## src/rtl/instr_encoder_loader_if.sv

```systemverilog
// Descriptor stream and instruction-memory write port of the instruction
// encoder/loader. The slave side is the loader; the master side is the
// producer of descriptors that also owns the memory's ready signal.
interface instr_encoder_loader_if;
  // descriptor stream
  logic        in_valid;
  logic        in_ready;
  logic [2:0]  in_class;
  logic [2:0]  in_funct3;
  logic        in_alt;
  logic [4:0]  in_rd;
  logic [4:0]  in_rs1;
  logic [4:0]  in_rs2;
  logic [12:0] in_imm;
  // instruction memory write port
  logic        mem_we;
  logic [31:0] mem_addr;
  logic [31:0] mem_wdata;
  logic        mem_ready;

  modport slave (
    input  in_valid, in_class, in_funct3, in_alt, in_rd, in_rs1, in_rs2, in_imm,
    output in_ready,
    output mem_we, mem_addr, mem_wdata,
    input  mem_ready
  );

  modport master (
    output in_valid, in_class, in_funct3, in_alt, in_rd, in_rs1, in_rs2, in_imm,
    input  in_ready,
    input  mem_we, mem_addr, mem_wdata,
    output mem_ready
  );
endinterface

```

## src/rtl/instr_encoder_loader.sv

```systemverilog
// RV32I instruction encoder / program loader.
// Packs R, I-ALU, LW, SW and BEQ descriptors into 32-bit words, buffers them
// in a DEPTH-entry FIFO and writes them to consecutive word addresses.
// Optional feature macro: LOADER_ERR_EN
//   defined   : illegal descriptors are consumed, dropped, and err pulses.
//   undefined : err is 0; illegal classes become NOP, BEQ ignores imm[0].
module instr_encoder_loader #(
  parameter int          DEPTH     = 4,
  parameter logic [31:0] BASE_ADDR = 32'h0
) (
  input  logic                       clk,
  input  logic                       rst,      // active-low, asynchronous
  instr_encoder_loader_if.slave      bus,
  input  logic                       flush,
  output logic [15:0]                wr_count,
  output logic                       err
);

  localparam int AW = $clog2(DEPTH);
  localparam int CW = AW + 1;

  logic [31:0]   fifo_mem [DEPTH];
  logic [AW-1:0] wr_ptr_reg;
  logic [AW-1:0] rd_ptr_reg;
  logic [CW-1:0] count_reg;
  logic [31:0]   addr_reg;
  logic [15:0]   wr_count_reg;

  logic          full;
  logic          empty;
  logic          accept;
  logic          push;
  logic          pop;
  logic          illegal;
  logic [31:0]   enc_word;

  assign full   = (count_reg == CW'(DEPTH));
  assign empty  = (count_reg == '0);
  assign accept = bus.in_valid && !full;
  assign pop    = !empty && bus.mem_ready;

  assign bus.in_ready  = !full;
  assign bus.mem_we    = !empty;
  assign bus.mem_addr  = addr_reg;
  assign bus.mem_wdata = empty ? 32'h0 : fifo_mem[rd_ptr_reg];
  assign wr_count      = wr_count_reg;

`ifdef LOADER_ERR_EN
  logic err_reg;

  assign illegal = (bus.in_class > 3'd4) || ((bus.in_class == 3'd4) && bus.in_imm[0]);
  assign push    = accept && !illegal;
  assign err     = err_reg;

  // err pulses the cycle after an illegal descriptor is consumed
  always_ff @(posedge clk or negedge rst) begin
    if (!rst) begin
      err_reg <= 1'b0;
    end else begin
      err_reg <= accept && illegal && !flush;
    end
  end
`else
  assign illegal = 1'b0;
  assign push    = accept && !illegal;
  assign err     = 1'b0;
`endif

  // Field packing; unknown classes fall back to NOP (addi x0,x0,0)
  always_comb begin
    enc_word = 32'h0000_0013;
    case (bus.in_class)
      3'd0: enc_word = {(bus.in_alt ? 7'h20 : 7'h00), bus.in_rs2, bus.in_rs1,
                        bus.in_funct3, bus.in_rd, 7'h33};
      3'd1: begin
        if (bus.in_funct3 == 3'b001 || bus.in_funct3 == 3'b101) begin
          // shifts: upper immediate bits carry only the arithmetic flag
          enc_word = {1'b0, bus.in_alt, 5'b0, bus.in_imm[4:0], bus.in_rs1,
                      bus.in_funct3, bus.in_rd, 7'h13};
        end else begin
          enc_word = {bus.in_imm[11:0], bus.in_rs1, bus.in_funct3, bus.in_rd, 7'h13};
        end
      end
      3'd2: enc_word = {bus.in_imm[11:0], bus.in_rs1, 3'b010, bus.in_rd, 7'h03};
      3'd3: enc_word = {bus.in_imm[11:5], bus.in_rs2, bus.in_rs1, 3'b010,
                        bus.in_imm[4:0], 7'h23};
      3'd4: enc_word = {bus.in_imm[12], bus.in_imm[10:5], bus.in_rs2, bus.in_rs1,
                        bus.in_funct3, bus.in_imm[4:1], bus.in_imm[11], 7'h63};
      default: enc_word = 32'h0000_0013;
    endcase
  end

  // FIFO storage: no reset needed, occupancy alone decides validity
  always_ff @(posedge clk) begin
    if (push && !flush) begin
      fifo_mem[wr_ptr_reg] <= enc_word;
    end
  end

  // Pointers, occupancy, write address and completed-write counter
  always_ff @(posedge clk or negedge rst) begin
    if (!rst) begin
      wr_ptr_reg   <= '0;
      rd_ptr_reg   <= '0;
      count_reg    <= '0;
      addr_reg     <= BASE_ADDR;
      wr_count_reg <= '0;
    end else if (flush) begin
      // flush discards any concurrent accept or pop; wr_count is kept
      wr_ptr_reg <= '0;
      rd_ptr_reg <= '0;
      count_reg  <= '0;
      addr_reg   <= BASE_ADDR;
    end else begin
      if (push) begin
        wr_ptr_reg <= wr_ptr_reg + AW'(1);
      end
      if (pop) begin
        rd_ptr_reg   <= rd_ptr_reg + AW'(1);
        addr_reg     <= addr_reg + 32'd4;
        wr_count_reg <= wr_count_reg + 16'd1;
      end
      case ({push, pop})
        2'b10:   count_reg <= count_reg + CW'(1);
        2'b01:   count_reg <= count_reg - CW'(1);
        default: count_reg <= count_reg;
      endcase
    end
  end

endmodule

```

## src/flat_wrapper.sv

```systemverilog
// flat-port wrapper written by rule: the top's interface ports become plain ports
module instr_encoder_loader_flat 
#(
  parameter int          DEPTH     = 4,
  parameter logic [31:0] BASE_ADDR = 32'h0
)
  (clk, rst, flush, wr_count, err, bus_in_valid, bus_in_class, bus_in_funct3, bus_in_alt, bus_in_rd, bus_in_rs1, bus_in_rs2, bus_in_imm, bus_in_ready, bus_mem_we, bus_mem_addr, bus_mem_wdata, bus_mem_ready);
  instr_encoder_loader_if bus_i ();
  input  logic clk;
  input  logic rst;
  input  logic flush;
  output logic [15:0] wr_count;
  output logic err;
  input wire logic [$bits(bus_i.in_valid)-1:0] bus_in_valid;
  input wire logic [$bits(bus_i.in_class)-1:0] bus_in_class;
  input wire logic [$bits(bus_i.in_funct3)-1:0] bus_in_funct3;
  input wire logic [$bits(bus_i.in_alt)-1:0] bus_in_alt;
  input wire logic [$bits(bus_i.in_rd)-1:0] bus_in_rd;
  input wire logic [$bits(bus_i.in_rs1)-1:0] bus_in_rs1;
  input wire logic [$bits(bus_i.in_rs2)-1:0] bus_in_rs2;
  input wire logic [$bits(bus_i.in_imm)-1:0] bus_in_imm;
  output wire logic [$bits(bus_i.in_ready)-1:0] bus_in_ready;
  output wire logic [$bits(bus_i.mem_we)-1:0] bus_mem_we;
  output wire logic [$bits(bus_i.mem_addr)-1:0] bus_mem_addr;
  output wire logic [$bits(bus_i.mem_wdata)-1:0] bus_mem_wdata;
  input wire logic [$bits(bus_i.mem_ready)-1:0] bus_mem_ready;
  assign bus_i.in_valid = bus_in_valid;
  assign bus_i.in_class = bus_in_class;
  assign bus_i.in_funct3 = bus_in_funct3;
  assign bus_i.in_alt = bus_in_alt;
  assign bus_i.in_rd = bus_in_rd;
  assign bus_i.in_rs1 = bus_in_rs1;
  assign bus_i.in_rs2 = bus_in_rs2;
  assign bus_i.in_imm = bus_in_imm;
  assign bus_in_ready = bus_i.in_ready;
  assign bus_mem_we = bus_i.mem_we;
  assign bus_mem_addr = bus_i.mem_addr;
  assign bus_mem_wdata = bus_i.mem_wdata;
  assign bus_i.mem_ready = bus_mem_ready;
  instr_encoder_loader #(.DEPTH(DEPTH), .BASE_ADDR(BASE_ADDR)) u_core (.clk(clk), .rst(rst), .bus(bus_i), .flush(flush), .wr_count(wr_count), .err(err));
endmodule
```

## config.mk

```make
export PLATFORM = sky130hd
export DESIGN_NAME = instr_encoder_loader_flat
export DESIGN_NICKNAME = d
export VERILOG_FILES = /design/src/rtl/instr_encoder_loader_if.sv /design/src/rtl/instr_encoder_loader.sv /design/src/flat_wrapper.sv
export SDC_FILE = /design/constraint.sdc
export NUM_CORES = 1
export LEC_CHECK = 0
export CORE_MARGIN = 3
export CORE_UTILIZATION = 45
export DETAILED_ROUTE_END_ITERATION = 16
export PLACE_DENSITY_LB_ADDON = 0.2
export SLEW_MARGIN = 25
export SYNTH_ARGS = -nofsm -noshare
export SYNTH_HDL_FRONTEND = slang
export SYNTH_SLANG_ARGS = --single-unit
```

## constraint.sdc

```tcl
create_clock -name clk -period 4.3 [get_ports clk]
set_input_delay 0.86 -clock clk [delete_from_list [all_inputs] [get_ports clk]]
set_output_delay 0.86 -clock clk [all_outputs]
set_load 0.05 [all_outputs]
```

==> out/qor.csv, run 1 <==
metric,value,unit
Comb power frac,36.0,%
Post-Syn Area,7460,sq um
cell count after synthesis,539,
clock network power share,27.6,%
die area,18200,sq um
Fin. Hold Viols,0,
Routed Antenna Nets,0,
IO buf count,117,
vias in the first global route,4783,
antenna violations before repair,0,
top-area cell type share of the netlist area,45.1,%
most numerous cell in the Yosys netlist,edfxtp_1,
Via density,5.53,
largest area contributor in the netlist,edfxtp_1,
row cnt,46,
initial drt markers,359,
clk slew on worst S/H paths,0.06,ns
max FFs per register,112,
yosys warns,0,
GRT overflow,0,
fin util,58.7,%
global-route wire length before repair,25.7,mm
Worst Skew,0.00737,ns
post-route DRC violation count,0,
status,"complete, no violations",
flop2flop setup slack,1.98,ns
Multi-input gate area,2580,sq um
worst skew pair latency,0.42,ns
area delta synth->final,26.3,%
Antenna diodes,0,
Critical Path Sink Type,output pin,
Placed Instances,849,
Clock Path Buffers,2,
post-layout worst setup margin,0.667,ns
share of cells above drive strength 1,12.3,%
Mapped Avg Cell Area,13.8,sq um
GRT Total Usage,18.2,%
critical path startpoint,u_core.rd_ptr_reg[0]$_DFFE_PN0N_,
RR Endpoint,u_core.fifo_mem[2][25]$_DFFE_PP_,
ranking of synthesized cells by area,"edfxtp_1 (45%), dfrtp_1 (18%), mux4_2 (8.5%)",
FF-to-FF path depth,5,
Core Box Area,16100,sq um
period utilization,84.5,%
min Tclk post-route,3.63,ns
net switching fraction of the power,36.5,%
WP data required,3.44,ns
Pint,0.00339,W
sequential share of the synthesized area,62.8,%
nets@finish,699,
Post-Layout Cell Count,881,
Setup TNS,0,ns
"FF+latch count, synth",165,
hpwl dp,10.9,mm
Hold WS,0.470,ns
io pins,123,
largest net degree at the start of global routing,44,
chip height,135,microns
cts hold-fix bufs,0,
Worst Path Max Fanout,16,
Leakage,3.26,nW
CP Launch Type,flop,
"Distinct cells, synth",49,
Max Clk Rate,275,MHz
worst slew pin tran,0.814,ns
setup bufs post-CTS,0,
FF-to-FF Start,u_core.count_reg[0]$_DFFE_PN0P_,
RSZ-0062 raised after global routing,no,
Die X,135,microns
H-Tree Depth,4,
post-cts sizing count,0,
worst path arrival time,2.77,ns
ys async rst share,32.1,%
CTS root buf,clkbuf_16,
CTS tree,yes,
maximum VDD drop,0.584,mV
total CTS buffers,17,
worst setup path class,reg2out,
CTS sink count,165,
max_cap viols,0,
Critical Path End,bus_mem_wdata[19],
Initial Util,46.5,%
WL final,16.0,mm
Slew HR,45.7,%
placer's final routability congestion estimate,0.827,
Post-synth top flop,edfxtp_1,
Worst Hold Class,reg2reg,
PD cells,567,nW/um^2
wire length per cell,18.2,microns
Final setup viols,0,
NetSw,0.00195,W
share of power burned in registers,36.4,%
Synth top cells by count,"edfxtp_1 (112), dfrtp_1 (53), nor2b_1 (35)",
via count,4875,
setup slack after placement,1.05,ns
Slew Limit Fails,0,
Post-synth EDFFs,112,
Sequential cell area,4690,sq um
Fillers,1238,
DRT Pass-1 Iters,5,
[cell families after synthesis]
logic type	after synthesis	synth area share, %
AOI/OAI and AO/OA	79	6.54
xor gates and xnor gates	29	3.40
adders and majority gates	7	1.27
buffers and inverters	48	2.92
DFF	165	62.8
muxes	37	9.78
other	1	0.0503
and+or+nand+nor	173	13.2
[placed cells by master, fill, tap and decap left out, types with 16 or more instances in the layout]
cell             Yosys  routed
a21oi_1             30      30
and2_1              16      16
clkbuf_16            0      17
clkdlybuf4s50_1      0     116
dfrtp_1             53      52
edfxtp_1           112     112
mux4_2              28      28
nand2_1             24      24
nor2_1              21      21
nor2b_1             35      35
xnor2_1             20      20
[cell type report]
cell class,count,share of cell area (%)
inverter,10,0.398
timing repair buffer,128,13.4
multi-input combinational,330,27.4
sequential,165,49.8
tap,216,2.87
clock buffer,17,4.52
clock inverter,15,1.66
[critical path, cell delays in order, from the launching register on]
cell and delay (ns):
dfrtp_2 0.72, buf_12 0.25, mux4_2 0.51, nor2b_1 0.14, clkdlybuf4s50_1 0.71
[power groups by stage]
stage	clock, W	combinational [W]	sequential (W)
CTS	0.00150	0.00195	0.00195
finish	0.00148	0.00192	0.00194
global placement	0	0.00192	0.00197
global route	0.00156	0.00203	0.00196
floorplan	0	0.00129	0.00200
detailed placement	0	0.00194	0.00198
[layer usage]
metal / global-route usage [%] / vias to the layer above / routed length (microns)
li1: - / 2261 / -
met1: 26.1 / 2448 / 7200
met4: 6.17 / 0 / 229
met5: 0 / - / 0
met3: 3.50 / 13 / 824
met2: 28.3 / 153 / 7780
[worst min-delay path by stage]
stage | slack, ns | end | cells after the start | from
global route | 0.52 | u_core.wr_count[12]$_DFFE_PN0P_ | 1 | u_core.wr_count[12]$_DFFE_PN0P_
global placement | 0.46 | u_core.wr_count[15]$_DFFE_PN0P_ | 1 | u_core.wr_count[15]$_DFFE_PN0P_
floorplan | 0.54 | u_core.wr_ptr_reg[1]$_DFFE_PN0P_ | 2 | u_core.wr_ptr_reg[1]$_DFFE_PN0P_
finish | 0.47 | u_core.wr_count[15]$_DFFE_PN0P_ | 1 | u_core.wr_count[15]$_DFFE_PN0P_
detailed placement | 0.46 | u_core.wr_count[15]$_DFFE_PN0P_ | 1 | u_core.wr_count[15]$_DFFE_PN0P_
CTS | 0.47 | u_core.wr_count[15]$_DFFE_PN0P_ | 1 | u_core.wr_count[15]$_DFFE_PN0P_
[metrics by stage]
step / total power, W / instance area, sq um
floorplan: 0.00329 / 7480
global placement: 0.00389 / 8840
detailed placement: 0.00392 / 8840
CTS: 0.00539 / 9420
global route: 0.00556 / 9420
finish: 0.00534 / 9420
(Power assumes the default switching activity.)
==> run 2: changes to the inputs <==
==> constraint.sdc (replaced) <==
create_clock -name clk -period 3 [get_ports clk]
set_input_delay 0.6 -clock clk [delete_from_list [all_inputs] [get_ports clk]]
set_output_delay 0.6 -clock clk [all_outputs]
set_load 0.05 [all_outputs]
==> out/qor.csv, run 2 (synthesis results as in run 1) <==
metric,value,unit
status,"complete, no violations",
FF-to-FF Start,u_core.count_reg[0]$_DFFE_PN0P_,
"most common cell after layout, fill and taps aside",edfxtp_1,
worst setup path class,reg2out,
FF-to-FF path depth,5,
global-route wire length before repair,26.5,mm
"commonest non-fill, non-tap cells in the layout","edfxtp_1 (112), clkdlybuf4s50_1 (88), dfrtp_1 (52)",
CTS tree,yes,
CP Launch Type,flop,
area delta synth->final,30.6,%
Die X,135,microns
Initial Util,46.5,%
row cnt,46,
worst slew pin tran,0.673,ns
hpwl dp,11.4,mm
Setup TNS,0,ns
io pins,123,
clk slew on worst S/H paths,0.06,ns
Pint,0.00520,W
H-Tree Depth,4,
Antenna diodes,0,
maximum VDD drop,0.984,mV
chip height,135,microns
nets@finish,710,
min Tclk post-route,2.79,ns
cts hold-fix bufs,0,
WL final,16.5,mm
Slew Limit Fails,0,
largest net degree at the start of global routing,43,
WP data required,2.40,ns
Fin. Hold Viols,0,
wire length per cell,18.5,microns
Routed Antenna Nets,0,
share of cells above drive strength 1,17.2,%
Placed Instances,860,
Final setup viols,0,
net switching fraction of the power,35.8,%
post-cts sizing count,0,
share of power burned in registers,33.7,%
Max Clk Rate,358,MHz
Fillers,1188,
fin util,60.7,%
NetSw,0.00290,W
Comb power frac,42.2,%
worst path arrival time,2.19,ns
clock network power share,24.1,%
die area,18200,sq um
Post-Layout Cell Count,890,
GRT Total Usage,18.8,%
setup bufs post-CTS,0,
Slew HR,54.7,%
critical path startpoint,u_core.count_reg[0]$_DFFE_PN0P_,
Clock Path Buffers,2,
vias in the first global route,5026,
CTS root buf,clkbuf_16,
worst skew pair latency,0.42,ns
Worst Path Max Fanout,7,
antenna violations before repair,0,
RSZ-0062 raised after global routing,no,
PD cells,831,nW/um^2
max_cap viols,0,
via count,4963,
Critical Path Sink Type,output pin,
flop2flop setup slack,0.66,ns
max FFs per register,112,
Worst Skew,0.0101,ns
CTS sink count,165,
Leakage,3.43,nW
Core Box Area,16100,sq um
post-route DRC violation count,0,
Worst Hold Class,in2async,
total CTS buffers,17,
IO buf count,117,
initial drt markers,349,
RR Endpoint,u_core.count_reg[2]$_DFFE_PN0P_,
Via density,5.58,
placer's final routability congestion estimate,0.797,
period utilization,93.0,%
GRT overflow,0,
DRT Pass-1 Iters,4,
[run 2: cell count changes in the layout (fill, tap and decap cells not counted)]
cell	before	now
buf_12	1	31
buf_4	10	19
bufinv_16	2	1
clkbuf_1	0	2
clkdlybuf4s50_1	116	88
clkinv_1	3	4
clkinv_2	1	3
clkinv_4	5	0
inv_6	2	1
[run 2: worst max path at each step]
stage	depth (start not counted)	end
after floorplan	5	u_core.fifo_mem[0][10]$_DFFE_PP_
after global placement	4	u_core.fifo_mem[0][22]$_DFFE_PP_
after detailed placement	4	u_core.fifo_mem[0][22]$_DFFE_PP_
after CTS	3	bus_mem_wdata[0]
after global routing	3	bus_mem_wdata[0]
final	3	bus_mem_wdata[0]
[run 2: routing by layer]
metal / track usage (%) / wire, microns
met5: 0 / 0
met4: 5.83 / 223
met3: 4.96 / 967
met1: 25.3 / 7180
met2: 30.2 / 8130
[run 2: power by group through the flow]
stage | clock network [W] | registers [W] | logic, W
global route | 0.00209 | 0.00275 | 0.00359
CTS | 0.00198 | 0.00273 | 0.00347
global placement | 0 | 0.00276 | 0.00344
finish | 0.00195 | 0.00273 | 0.00342
detailed placement | 0 | 0.00277 | 0.00345
floorplan | 0 | 0.00286 | 0.00185
[run 2: worst max-delay path, stage by stage, from the launching register on]
cell and delay (ns):
dfrtp_1 0.48, nor3_2 0.44, inv_1 0.13, clkdlybuf4s50_1 0.72
[run 2: through the flow]
stage          power [W]  hold WS [ns]  area (sq um)  setup slack [ns]
2_1_floorplan    0.00472         0.304          7480             0.426
3_3_place_gp     0.00620         0.478          9230             0.428
3_5_place_dp     0.00622         0.468          9230             0.335
4_1_cts          0.00818         0.132          9750             0.175
5_1_grt          0.00842         0.150          9750             0.117
6_report         0.00810         0.135          9750             0.209
[run 2: cell type report]
class                           count  area, sq um  area share, %
Clock buffer                       19          433           4.44
Tap cell                          216          270           2.77
Sequential cell                   165         4690           48.1
Timing Repair Buffer              139         1650           16.9
Inverter                           10         37.5          0.385
Clock inverter                     11         87.6          0.898
Multi-Input combinational cell    330         2580           26.5
